<file path="src/rtl/ysyx_22041071_div_issue_ctrl_if.sv">
// Handshake bundle between EXE, writeback, the divider and the
// divide issue controller. The controller uses the slave view.
interface ysyx_22041071_div_issue_ctrl_if #(
    parameter int XLEN = 64
);
    logic            flush;
    logic            ex_valid;
    logic [3:0]      ex_op;
    logic [XLEN-1:0] ex_src1;
    logic [XLEN-1:0] ex_src2;
    logic            ex_stall;
    logic            res_valid;
    logic            res_ready;
    logic [XLEN-1:0] res_data;
    logic            div_valid;
    logic            div_signed;
    logic            div_w;
    logic            div_flush;
    logic [XLEN-1:0] div_dividend;
    logic [XLEN-1:0] div_divisor;
    logic            div_ready;
    logic            div_out_valid;
    logic [XLEN-1:0] div_quot;
    logic [XLEN-1:0] div_rema;

    modport slave (
        input  flush, ex_valid, ex_op, ex_src1, ex_src2, res_ready,
               div_ready, div_out_valid, div_quot, div_rema,
        output ex_stall, res_valid, res_data, div_valid, div_signed, div_w,
               div_flush, div_dividend, div_divisor
    );

    modport master (
        output flush, ex_valid, ex_op, ex_src1, ex_src2, res_ready,
               div_ready, div_out_valid, div_quot, div_rema,
        input  ex_stall, res_valid, res_data, div_valid, div_signed, div_w,
               div_flush, div_dividend, div_divisor
    );
endinterface

</file>
<file path="src/rtl/ysyx_22041071_div_issue_ctrl.sv">
// Issue controller for the shared iterative divider (RV64M DIV/REM incl. W).
// Divide-by-zero and signed overflow are resolved here without the divider;
// everything else is handed to the divider and its one-cycle result held
// until writeback accepts it.
module ysyx_22041071_div_issue_ctrl #(
    parameter int XLEN = 64
) (
    input  logic clk,
    input  logic reset,
    ysyx_22041071_div_issue_ctrl_if.slave bus
);
    typedef enum logic [2:0] {S_IDLE, S_ISSUE, S_WAIT, S_RESP, S_DRAIN} state_e;

    state_e          state_q, state_d;
    logic [2:0]      op_q, op_d;          // {is_w, rem, unsigned}
    logic [XLEN-1:0] src1_q, src1_d;
    logic [XLEN-1:0] src2_q, src2_d;
    logic [XLEN-1:0] res_q, res_d;

    // funct3[2] is always set for div/rem and carries no information here
    logic unused_op2;
    assign unused_op2 = bus.ex_op[2];

    function automatic logic [XLEN-1:0] sext_w(input logic w, input logic [XLEN-1:0] v);
        return w ? {{(XLEN-32){v[31]}}, v[31:0]} : v;
    endfunction

    // Special-case detection on the incoming op (W forms look at [31:0] only)
    logic            in_w, in_sgn, in_rem, dz, ovf;
    logic [XLEN-1:0] spec_raw, div_raw;

    assign in_w   = bus.ex_op[3];
    assign in_sgn = ~bus.ex_op[0];
    assign in_rem = bus.ex_op[1];
    assign dz     = in_w ? (bus.ex_src2[31:0] == 32'd0) : (bus.ex_src2 == '0);
    assign ovf    = in_sgn & (in_w ?
                    ((bus.ex_src1[31:0] == 32'h8000_0000) && (bus.ex_src2[31:0] == 32'hFFFF_FFFF)) :
                    ((bus.ex_src1 == {1'b1, {(XLEN-1){1'b0}}}) && (bus.ex_src2 == '1)));
    // dz: quot = all ones, rem = dividend; overflow: quot = dividend, rem = 0
    assign spec_raw = in_rem ? (dz ? bus.ex_src1 : '0) : (dz ? '1 : bus.ex_src1);
    assign div_raw  = op_q[1] ? bus.div_rema : bus.div_quot;

    // State and datapath registers
    always_ff @(posedge clk) begin
        if (reset) begin
            state_q <= S_IDLE;
            op_q    <= '0;
            src1_q  <= '0;
            src2_q  <= '0;
            res_q   <= '0;
        end else begin
            state_q <= state_d;
            op_q    <= op_d;
            src1_q  <= src1_d;
            src2_q  <= src2_d;
            res_q   <= res_d;
        end
    end

    // Next-state logic; flush wins over every other transition
    always_comb begin
        state_d = state_q;
        op_d    = op_q;
        src1_d  = src1_q;
        src2_d  = src2_q;
        res_d   = res_q;
        case (state_q)
            S_IDLE: begin
                if (bus.ex_valid && !bus.flush) begin
                    op_d   = {bus.ex_op[3], bus.ex_op[1:0]};
                    src1_d = bus.ex_src1;
                    src2_d = bus.ex_src2;
                    if (dz || ovf) begin
                        res_d   = sext_w(in_w, spec_raw);
                        state_d = S_RESP;
                    end else begin
                        state_d = S_ISSUE;
                    end
                end
            end
            S_ISSUE: begin
                if (bus.flush)          state_d = S_IDLE;
                else if (bus.div_ready) state_d = S_WAIT;
            end
            S_WAIT: begin
                // A flush coinciding with the result means nothing is left to drain
                if (bus.flush) begin
                    state_d = bus.div_out_valid ? S_IDLE : S_DRAIN;
                end else if (bus.div_out_valid) begin
                    res_d   = sext_w(op_q[2], div_raw);
                    state_d = S_RESP;
                end
            end
            S_RESP: begin
                if (bus.flush || bus.res_ready) state_d = S_IDLE;
            end
            S_DRAIN: begin
                if (bus.div_out_valid) state_d = S_IDLE;
            end
            default: state_d = S_IDLE;
        endcase
    end

    // Divider controls stay stable from issue through the result cycle,
    // and through a drain so the discarded result is still well formed.
    logic div_busy;
    assign div_busy = (state_q == S_ISSUE) || (state_q == S_WAIT) || (state_q == S_DRAIN);

    assign bus.div_valid    = ((state_q == S_ISSUE) || (state_q == S_WAIT)) && !bus.flush;
    assign bus.div_signed   = div_busy && !op_q[0];
    assign bus.div_w        = div_busy && op_q[2];
    assign bus.div_flush    = bus.flush;
    assign bus.div_dividend = src1_q;
    assign bus.div_divisor  = src2_q;
    assign bus.res_valid    = (state_q == S_RESP);
    assign bus.res_data     = res_q;
    assign bus.ex_stall     = bus.ex_valid && !(bus.res_valid && bus.res_ready);
endmodule

</file>
<file path="src/flat_wrapper.sv">
// flat-port wrapper written by rule: the top's interface ports become plain ports
module ysyx_22041071_div_issue_ctrl_flat 
#(
    parameter int XLEN = 64
)
  (clk, reset, bus_flush, bus_ex_valid, bus_ex_op, bus_ex_src1, bus_ex_src2, bus_res_ready, bus_div_ready, bus_div_out_valid, bus_div_quot, bus_div_rema, bus_ex_stall, bus_res_valid, bus_res_data, bus_div_valid, bus_div_signed, bus_div_w, bus_div_flush, bus_div_dividend, bus_div_divisor);
  ysyx_22041071_div_issue_ctrl_if #(.XLEN(XLEN)) bus_i ();
  input  logic clk;
  input  logic reset;
  input wire logic [$bits(bus_i.flush)-1:0] bus_flush;
  input wire logic [$bits(bus_i.ex_valid)-1:0] bus_ex_valid;
  input wire logic [$bits(bus_i.ex_op)-1:0] bus_ex_op;
  input wire logic [$bits(bus_i.ex_src1)-1:0] bus_ex_src1;
  input wire logic [$bits(bus_i.ex_src2)-1:0] bus_ex_src2;
  input wire logic [$bits(bus_i.res_ready)-1:0] bus_res_ready;
  input wire logic [$bits(bus_i.div_ready)-1:0] bus_div_ready;
  input wire logic [$bits(bus_i.div_out_valid)-1:0] bus_div_out_valid;
  input wire logic [$bits(bus_i.div_quot)-1:0] bus_div_quot;
  input wire logic [$bits(bus_i.div_rema)-1:0] bus_div_rema;
  output wire logic [$bits(bus_i.ex_stall)-1:0] bus_ex_stall;
  output wire logic [$bits(bus_i.res_valid)-1:0] bus_res_valid;
  output wire logic [$bits(bus_i.res_data)-1:0] bus_res_data;
  output wire logic [$bits(bus_i.div_valid)-1:0] bus_div_valid;
  output wire logic [$bits(bus_i.div_signed)-1:0] bus_div_signed;
  output wire logic [$bits(bus_i.div_w)-1:0] bus_div_w;
  output wire logic [$bits(bus_i.div_flush)-1:0] bus_div_flush;
  output wire logic [$bits(bus_i.div_dividend)-1:0] bus_div_dividend;
  output wire logic [$bits(bus_i.div_divisor)-1:0] bus_div_divisor;
  assign bus_i.flush = bus_flush;
  assign bus_i.ex_valid = bus_ex_valid;
  assign bus_i.ex_op = bus_ex_op;
  assign bus_i.ex_src1 = bus_ex_src1;
  assign bus_i.ex_src2 = bus_ex_src2;
  assign bus_i.res_ready = bus_res_ready;
  assign bus_i.div_ready = bus_div_ready;
  assign bus_i.div_out_valid = bus_div_out_valid;
  assign bus_i.div_quot = bus_div_quot;
  assign bus_i.div_rema = bus_div_rema;
  assign bus_ex_stall = bus_i.ex_stall;
  assign bus_res_valid = bus_i.res_valid;
  assign bus_res_data = bus_i.res_data;
  assign bus_div_valid = bus_i.div_valid;
  assign bus_div_signed = bus_i.div_signed;
  assign bus_div_w = bus_i.div_w;
  assign bus_div_flush = bus_i.div_flush;
  assign bus_div_dividend = bus_i.div_dividend;
  assign bus_div_divisor = bus_i.div_divisor;
  ysyx_22041071_div_issue_ctrl #(.XLEN(XLEN)) u_core (.clk(clk), .reset(reset), .bus(bus_i));
endmodule
</file>
<file path="config.mk">
export PLATFORM = sky130hd
export DESIGN_NAME = ysyx_22041071_div_issue_ctrl_flat
export DESIGN_NICKNAME = d
export VERILOG_FILES = /design/src/rtl/ysyx_22041071_div_issue_ctrl_if.sv /design/src/rtl/ysyx_22041071_div_issue_ctrl.sv /design/src/flat_wrapper.sv
export SDC_FILE = /design/constraint.sdc
export NUM_CORES = 1
export LEC_CHECK = 0
export ABC_AREA = 1
export ABC_CLOCK_PERIOD_IN_PS = 2100
export CAP_MARGIN = 30
export CORE_AREA = 2 2 179 181
export DETAILED_ROUTE_END_ITERATION = 6
export DIE_AREA = 0 0 181 183
export GPL_TIMING_DRIVEN = 0
export PLACE_DENSITY = 0.76
export SYNTH_ARGS = -nofsm -noshare
export SYNTH_HDL_FRONTEND = slang
export SYNTH_SLANG_ARGS = --single-unit
</file>
<file path="constraint.sdc">
create_clock -name clk -period 2.1 [get_ports clk]
set_input_delay 0.42 -clock clk [delete_from_list [all_inputs] [get_ports clk]]
set_output_delay 0.42 -clock clk [all_outputs]
set_load 0.005 [all_outputs]
</file>
==> metrics <==
hold buffers post-CTS=0; routed wire length=51300 µm; die width=181 µm; static leakage=roughly 8 nW; WL/cell=~20 µm; vias=13600; RSZ-0062 raised after global routing=yes; crit-path max FO=8; Congestion Overflow GR=0; Final Cell Area=17300 µm²; HP Class=primary input to flop; CTS Root Cell=clkbuf_16; setup ws final=-0.00648 ns; Synth Net Count=around 2000; Syn Inst Count=approximately 1700; clk_skew=0.0134 ns; Worst-path clk slew=0.08 ns; hold depth=3; sequential area share after synthesis=a little under two fifths; CP max stage cell=dfxtp_4; CTS tree=yes; clk_lat worst skew=0.45 ns; Slew HR=about half; Synth Register Bits=198; area grow syn2layout=66.3%; largest area contributor in the netlist=dfxtp_1; clk sinks=198; Fmax=475 MHz; initial antenna violation count=5; Final setup viols=1; worst setup path category=flop to flop; DRC=0; element type at the critical path start=flop; total CTS buffers=17; synthesized cell area=10400 µm²; max-slew violations=0; GR Util All Layers=29.5%; Placement Rows=65; kind of end point of the critical path=flop; Min Hold Slack=0.233 ns; share of cells above drive strength 1=12.2%; P per Cell Area=between 600 and 700 nW/µm²; Die Area=33100 µm²; violated checks=setup timing; CTS H-tree depth=4; Critical Path RT=2.44 ns; Slew @ Worst Pin=between 0.7 and 0.8 ns; vias per inst=5.17; dpl hpwl=38900 µm; status=finished with violations; Die Y-Extent=183 µm; Final Hold Vio Count=0; Peak supply drop=0.476 mV; drt pass-1 iters=6; CP bufs+invs=6; Synth area leaders=dfxtp_1 38%, o21ai_0 13%, nand2_1 12%, nor2_1 11%, a21oi_1 8.2%; vias in the first global route=between 10000 and 15000; Core Area=approximately 31000 µm²; Mean Syn Cell Area=6.16 µm²; Max Cap Viol=0; pin count of the biggest net entering global routing=20; Synthesis Warnings=0; Tmin final=approximately 2.1 ns; Starting Density=~33%; count of input and output buffers=461; first-pass GRT wire length=roughly 75000 µm; Final nets=2474; Pwr Total=around 0.011 W; Netlist cell types=20; CP top delay family=simple AND/OR/NAND/NOR gates; CP Depth=14; crit-path max cell delay=between 0.3 and 0.4 ns; Synth top area share=38.1%; CTS Buffer Depth=2; worst path arrival time=roughly 2.5 ns; io pins=465; worst reg2reg path depth=14; Iteration-0 DRC Markers=approximately 1300; fin crit share=100%; final RePlAce weighted congestion=0.898; DP Area=15600 µm²; Cell Chain, Critical Path=buf_6 -> nor3_4 -> buf_6 -> inv_8 -> nor3_4 -> nor3_2 -> nand2_2 -> nor2_4 -> buf_12 -> nand2_8 -> clkinv_8 -> clkbuf_16 -> nor2_2 -> nor2_1; antenna-violating nets left=0; Finished Core Util=55.4%
power breakdown:
part           internal [W]  leakage, nW  switching [W]
Sequential          0.00410         1.63       0.000212
Clock               0.00167        0.285        0.00172
Combinational       0.00168         6.11        0.00169
Total               0.00745         8.02        0.00362
Yosys cell counts:
library cell  instances
nand2_1             319
nor3_1                7
nor2_1              311
nand3_1             102
buf_4                 3
nor3_4                1
dfxtp_1             198
nand2_2               2
o21ai_0             261
inv_2                 5
buf_2                16
mux2i_1               7
or2_2                 2
inv_1               161
buf_1                10
nor3_2                3
nand4_1              17
a21oi_1             171
nor2_4                1
clkbuf_1             92
per-stage QoR:
stage | TNS (ns) | setup slack (ns) | std cells
4_1_cts | 0 | 0.000899 | 2613
3_5_place_dp | -195.90 | -1.40 | 2554
6_report | -0.00648 | -0.00648 | 2628
5_1_grt | -0.498 | -0.0676 | 2626
2_1_floorplan | 0 | 0.329 | 1689
3_3_place_gp | -189.71 | -1.40 | 2552
layout make-up:
type                            instances  area, µm²
Clock buffer                           20        467
Timing Repair Buffer                  500       5120
Tap cell                              402        503
Multi-Input combinational cell       1205       5760
Fill cell                            2962      13900
Buffer                                119        704
Inverter                              166        646
Clock inverter                         12        110
Antenna cell                            6       15.0
Sequential cell                       198       3980
worst min-delay path, cell delays in order:
cell	delay, ns
buf_6	0.09
inv_1	0.06
a21oi_1	0.06
registers in the layout, summed over array words and instances, names as in the netlist:
name                     cells
u_core.bus.res_data         64
u_core.state_q               3
u_core.op_q                  3
u_core.bus.div_dividend     64
u_core.bus.div_divisor      64
metal layers:
metal  track usage (%)  share of wire [%]  vias up
met5                 0              0.021        -
met4              10.7                3.7        2
met3              6.87                8.2      101
met2              51.8                 48      678
met1              35.3                 40     6340
li1                  -                  -     6470
cells by family after synthesis:
logic type / count (synthesis) / synth area share, %
buffers and inverters: 287 / 10.7
multiplexers: 7 / 0.674
AND/OR/NAND/NOR: 765 / 29.8
flip-flops: 198 / 38.1
AO/OA/AOI/OAI: 432 / 20.8
layout by cell type (no fill, tap or decap), drive strengths merged:
cell type | Yosys | layout
nand3 | 102 | 102
clkdlybuf4s50 | 0 | 328
o21ai | 261 | 261
diode | 0 | 6
nor3 | 11 | 11
clkbuf | 92 | 111
clkdlybuf4s15 | 0 | 4
dlygate4sd2 | 0 | 72
nand4 | 17 | 17
inv | 166 | 172
nor2 | 312 | 312
clkinvlp | 0 | 1
clkinv | 0 | 5
or2 | 2 | 2
a21oi | 171 | 171
buf | 29 | 75
dlymetal6s2s | 0 | 49
nand2 | 321 | 322
dfxtp | 198 | 198
mux2i | 7 | 7
what timing repair did:
action | 4_1_cts | 5_1_grt
buffers inserted | 22 | 8
resized for setup | 252 | 192
setup endpoints to repair | 199 | 145
pin swaps | 50 | 73
gates cloned | 7 | 3
worst paths after layout:
kind	from	end	slack (ns)
min reg2reg	u_core.bus.res_data[7]$_SDFFE_PP0P_	u_core.bus.res_data[7]$_SDFFE_PP0P_	0.48
max	u_core.state_q[0]$_SDFFE_PP0P_	u_core.bus.res_data[22]$_SDFFE_PP0P_	-0.006
max reg2reg	u_core.state_q[0]$_SDFFE_PP0P_	u_core.bus.res_data[22]$_SDFFE_PP0P_	-0.006
min	bus_ex_src2[3]	u_core.bus.div_divisor[3]$_SDFFE_PP0P_	0.23
(Power assumes the default switching activity.)
